## config.mk

```make
export PLATFORM = sky130hd
export DESIGN_NAME = irq_ctrl
export DESIGN_NICKNAME = d
export VERILOG_FILES = /design/src/rtl/irq_ctrl.sv
export SDC_FILE = /design/constraint.sdc
export NUM_CORES = 1
export LEC_CHECK = 0
export CORE_ASPECT_RATIO = 1.1
export CORE_MARGIN = 2
export CORE_UTILIZATION = 45
export CTS_CLUSTER_SIZE = 24
export DETAILED_ROUTE_END_ITERATION = 8
export DONT_BUFFER_PORTS = 1
export GPL_TIMING_DRIVEN = 0
export MAX_ROUTING_LAYER = met4
export PLACE_DENSITY = 0.59
export SYNTH_ARGS = -nofsm -noshare
export SYNTH_HDL_FRONTEND = slang
export SYNTH_SLANG_ARGS = --single-unit
```

## constraint.sdc

```tcl
create_clock -name clk_i -period 2.3 [get_ports clk_i]
set_clock_uncertainty 0.05 [all_clocks]
set_input_delay 0.115 -clock clk_i [delete_from_list [all_inputs] [get_ports clk_i]]
set_output_delay 0.115 -clock clk_i [all_outputs]
set_load 0.02 [all_outputs]
```

## src/rtl/irq_ctrl.sv

```systemverilog
// rtl/irq_ctrl.sv - 4-source interrupt controller with PEND/MASK/CAUSE/CTRL registers and REQ/SERVICE handshake FSM
// Optional IRQ_CTRL_EDGE_DETECT_EN: synchronised rising-edge events with sticky W1C PEND (default: level mode)
module irq_ctrl (
  input  logic        clk_i,
  input  logic        rst_ni,
  input  logic [3:0]  src_i,
  input  logic        rd_i,
  input  logic        wr_i,
  input  logic [31:0] addr_i,
  input  logic [31:0] wdata_i,
  output logic [31:0] rdata_o,
  input  logic        super_i,
  output logic        irq_out_o
);

  localparam logic [1:0] ST_IDLE    = 2'd0;
  localparam logic [1:0] ST_REQ     = 2'd1;
  localparam logic [1:0] ST_SERVICE = 2'd2;

  localparam logic [1:0] REG_PEND  = 2'd0;
  localparam logic [1:0] REG_MASK  = 2'd1;
  localparam logic [1:0] REG_CAUSE = 2'd2;
  localparam logic [1:0] REG_CTRL  = 2'd3;

  logic [3:0] pend_q, pend_d;
  logic [3:0] mask_q, mask_d;
  logic       gie_q, gie_d;
  logic [1:0] state_q, state_d;
  logic       irq_q, irq_d;

  logic       sel;
  logic [1:0] reg_idx;
  logic       wr_en;
  logic [3:0] masked;
  logic       valid;
  logic [1:0] idx;
  logic [31:0] cause;
  logic       unused_bits;

  assign sel         = (addr_i[31:4] == 28'h4000003);
  assign reg_idx     = addr_i[3:2];
  assign wr_en       = wr_i & sel;
  assign unused_bits = ^{addr_i[1:0], wdata_i[31:4]};

  assign masked = pend_q & mask_q;
  assign valid  = |masked;

  always_comb begin
    idx = 2'd0;
    casez (masked)
      4'b???1: idx = 2'd0;
      4'b??10: idx = 2'd1;
      4'b?100: idx = 2'd2;
      4'b1000: idx = 2'd3;
      default: idx = 2'd0;
    endcase
  end

  assign cause = {29'b0, valid, idx};

`ifdef IRQ_CTRL_EDGE_DETECT_EN
  logic [3:0] sync1_q, sync2_q, prev_q;
  logic [3:0] event_w, clr_w;

  always_ff @(posedge clk_i or negedge rst_ni) begin
    if (!rst_ni) begin
      sync1_q <= 4'b0;
      sync2_q <= 4'b0;
      prev_q  <= 4'b0;
    end else begin
      sync1_q <= src_i;
      sync2_q <= sync1_q;
      prev_q  <= sync2_q;
    end
  end

  // A fresh event on the same edge as its W1C wins, so no edge is ever lost.
  assign event_w = sync2_q & ~prev_q;
  assign clr_w   = (wr_en && reg_idx == REG_PEND) ? wdata_i[3:0] : 4'b0;
  assign pend_d  = (pend_q & ~clr_w) | event_w;
`else
  assign pend_d = src_i;
`endif

  assign mask_d = (wr_en && reg_idx == REG_MASK) ? wdata_i[3:0] : mask_q;
  assign gie_d  = (wr_en && reg_idx == REG_CTRL) ? wdata_i[0]   : gie_q;

  always_ff @(posedge clk_i or negedge rst_ni) begin
    if (!rst_ni) begin
      pend_q <= 4'b0;
      mask_q <= 4'b0;
      gie_q  <= 1'b0;
    end else begin
      pend_q <= pend_d;
      mask_q <= mask_d;
      gie_q  <= gie_d;
    end
  end

  always_ff @(posedge clk_i or negedge rst_ni) begin
    if (!rst_ni) begin
      state_q <= ST_IDLE;
      irq_q   <= 1'b0;
    end else begin
      state_q <= state_d;
      irq_q   <= irq_d;
    end
  end

  // No nesting: SERVICE only leaves via IDLE once the handler drops kernel mode.
  always_comb begin
    state_d = state_q;
    case (state_q)
      ST_IDLE: begin
        if (gie_q && valid && !super_i) state_d = ST_REQ;
      end
      ST_REQ: begin
        if (super_i)                 state_d = ST_SERVICE;
        else if (!gie_q || !valid)   state_d = ST_IDLE;
      end
      ST_SERVICE: begin
        if (!super_i) state_d = ST_IDLE;
      end
      default: state_d = ST_IDLE;
    endcase
  end

  always_comb begin
    irq_d = (state_d == ST_REQ);
  end

  assign irq_out_o = irq_q;

  always_comb begin
    rdata_o = 32'b0;
    if (rd_i && sel) begin
      case (reg_idx)
        REG_PEND:  rdata_o = {28'b0, pend_q};
        REG_MASK:  rdata_o = {28'b0, mask_q};
        REG_CAUSE: rdata_o = cause;
        REG_CTRL:  rdata_o = {29'b0, state_q, gie_q};
        default:   rdata_o = 32'b0;
      endcase
    end
  end

endmodule

```

==> run_results.csv <==
group,metric,value,unit
run_status,status,"completed",
synth,synth-seq-area-share,0.343,
worst_setup_path,crit_family,"compound AO/OA/AOI/OAI gates",
synth,synth_top_area_share,0.343,
drt,first_pass_iters,4,
global_routing,antenna_found_initial,0,
finish,layout-drive-gt1-share,0.298,
floorplanning,core_area,1800,sq um
worst_setup_path,slowest_delay,0.75,ns
synth,yosys.area.top_type,"dfrtp_1",
worst_setup_path,worst_setup_path_start_kind,"flip-flop",
finish,antenna_cells,0,
power_and_ir_drop,vdd_drop_max,0.372,mV
timing,setup_tns,0,ns
power_and_ir_drop,intPower,0.362,mW
timing,max_freq,492,MHz
cts,cts_max_path_buffers,2,
timing,finalCriticalPeriod,2.03,ns
cts,cts_setup_buffers,0,
drt,wl,1.79,mm
timing,finalHoldViolCount,0,
global_routing,grt_first_pass_wirelength,2.73,mm
power_and_ir_drop,power.leakage,0.572,nW
worst_setup_path,critPathSlowestCell,"a311oi_1",
global_routing,grt_overflow,0,
floorplanning,io_pins,106,
timing,relSlewSlack,0.424,
drt,met1_length,606,um
global_routing,grt_usage,0.168,
cts,cts.reportedPaths.clkPinSlew,0.08,ns
cts,cts_tree,"built",
drt,avgViaCountPerCell,4.81,
power_and_ir_drop,p_comb_frac,0.230,
floorplanning,start_util,0.485,
drt,ant_nets,0,
place,gp_congestion,0.773,
drt,drt_iter0_drc,10,
global_routing,grt_max_degree,13,
cts,cts_sinks,12,
cts,cts_made_buffers,3,
synth,synth_cell_types,29,
worst_setup_path,path_buf_inv,0,
floorplanning,die-area,2310,sq um
cts,clock_latency,0.27,ns
min_path,holdCritPathClass,"in2async",
floorplanning,dieHeight,50.2,um
finish,fillCellCount,166,
drt,met2WireLength,1.01,mm
cts,htree_levels,1,
finish,area.growth.synth_to_final,29.8,%
place,portBuffers,0,
worst_setup_path,r2r-start,"pend_q[2]",
power_and_ir_drop,switchingPower,0.137,mW
timing,period_share,0.883,
global_routing,grt_pass1_vias,692,
cts,cts_root_buf,"clkbuf_4",
timing,hold_slack,0.200,ns
worst_setup_path,arrival,1.87,ns
floorplanning,die-width,46.0,um
worst_setup_path,required,2.13,ns
drt,drc_errors,0,
finish,nets,205,
synth,syn_area,875,sq um
drt,vias,716,
cts,holdBufCountCts,10,
power_and_ir_drop,clkPwrFrac,0.334,
timing,rsz0062_at_grt,"false",
power_and_ir_drop,cellPowerDensity,440,nW/um^2
power_and_ir_drop,pwr-share-seq,0.436,
place,dp_hpwl,1.48,mm
timing,worst_pin_slew,0.859,ns
drt,wl_per_cell,12.0,um
synth,syn_inst,90,
power_and_ir_drop,sw_frac_of_total,0.275,
floorplanning,fp-row-count,16,
timing,setup_viol,0,
worst_setup_path,cp_max_fo,4,
worst_setup_path,worstPathCellList,"nand2_1, a32oi_1, a211o_1, a311oi_1",
cts,cts_resized,0,
synth,synth_area_per_cell,9.72,sq um
drt,top_layer,"met4",
flow_run,cap_violations,0,
worst_setup_path,crit_start,"mask_q[2]",
worst_setup_path,critical_path_class,"reg2out",
synth,ys_seq_elements,12,
worst_setup_path,end_kind,"primary output",
timing,drv_slew,0,
drt,met3_length,153,um
synth,synthTopCellsByArea,"dfrtp_1, buf_4, mux2_2",
synth,ys_warn_count,0,
==> power by group through the flow <==
stage / Clock, mW / Combinational, mW / Sequential [mW]
3_3_place_gp: 0 / 0.0946 / 0.222
6_report: 0.167 / 0.115 / 0.218
5_1_grt: 0.182 / 0.125 / 0.218
3_5_place_dp: 0 / 0.0951 / 0.222
4_1_cts: 0.168 / 0.113 / 0.217
2_1_floorplan: 0 / 0.0927 / 0.221
==> area by class of cell <==
class | instances | area (sq um) | area share
sequential | 12 | 300 | 0.265
multi-input combinational | 74 | 454 | 0.400
buffer | 30 | 218 | 0.192
inverter | 1 | 3.75 | 0.00331
clock buffer | 4 | 36.3 | 0.0320
tap | 18 | 22.5 | 0.0198
timing repair buffer | 10 | 100 | 0.0882
==> metrics by stage <==
step	power, mW	cell area, sq um	util	instances	setup slack, ns
after CTS	0.499	1130	0.630	149	0.283
after detailed placement	0.317	998	0.554	135	0.400
after floorplan	0.314	976	-	117	0.617
after global routing	0.525	1130	0.630	149	0.208
after global placement	0.316	998	0.554	135	0.448
final	0.499	1130	0.630	149	0.268
==> sequential cells by signal, summed over array words and instances, names as in the netlist <==
signal     cells
mask_q         4
pend_q         4
state_q        2
gie_q          1
irq_out_o      1
==> metal layers <==
layer  GRT usage  vias to the layer above
met4       0.100                        0
met3      0.0108                        4
met2       0.294                       48
met5           -                        -
met1       0.176                      310
li1            -                      354
==> Yosys cell counts, drive strengths merged <==
master  count
nand3       2
nor4        7
or2         1
inv         1
a311oi      1
mux2        5
a31oi       2
nor3        1
dfrtp      12
mux2i       3
nor4b       3
nor2b       1
nand2       3
a32oi       1
nand4       2
buf        28
xor2        1
and2        1
clkbuf      2
nor2        3
a211oi      1
conb        1
a221oi      2
o21ai       1
a22o        1
a211o       1
nand2b      2
nor4bb      1
==> final timing paths <==
kind | end | slack [ns] | cells past startpoint
max in group asynchronous | irq_out_o | 1.64 | 1
max | rdata_o[0] | 0.27 | 4
min | mask_q[2] | 0.20 | 1
min in group clk_i | mask_q[2] | 0.22 | 3
max reg2reg | irq_out_o | 1.06 | 3
min reg2reg | state_q[0] | 0.47 | 1
==> cell families after synthesis <==
kind of cell | count (synthesis) | synth area share
compound gates | 10 | 0.0887
xor+xnor | 1 | 0.0100
buf+inv | 31 | 0.253
flops | 12 | 0.343
mux | 8 | 0.0987
other cells | 1 | 0.00429
simple gates | 27 | 0.202
==> cells in the final DEF, fill, tap and decap left out, types with 2 or more instances in the layout <==
cell type	netlist	routed
nand2_1	3	3
buf_4	28	28
conb_1	1	28
nor4b_1	3	3
clkbuf_1	2	2
nand3_1	2	2
mux2_2	5	5
nor4_1	6	6
a31oi_1	2	2
clkbuf_4	0	3
dlygate4sd3_1	0	10
dfrtp_1	12	12
mux2i_1	3	3
nand2b_1	2	2
a221oi_1	2	2
nand4_1	2	2
nor2_1	3	3
Note: power is estimated with default switching activity, not from simulation.
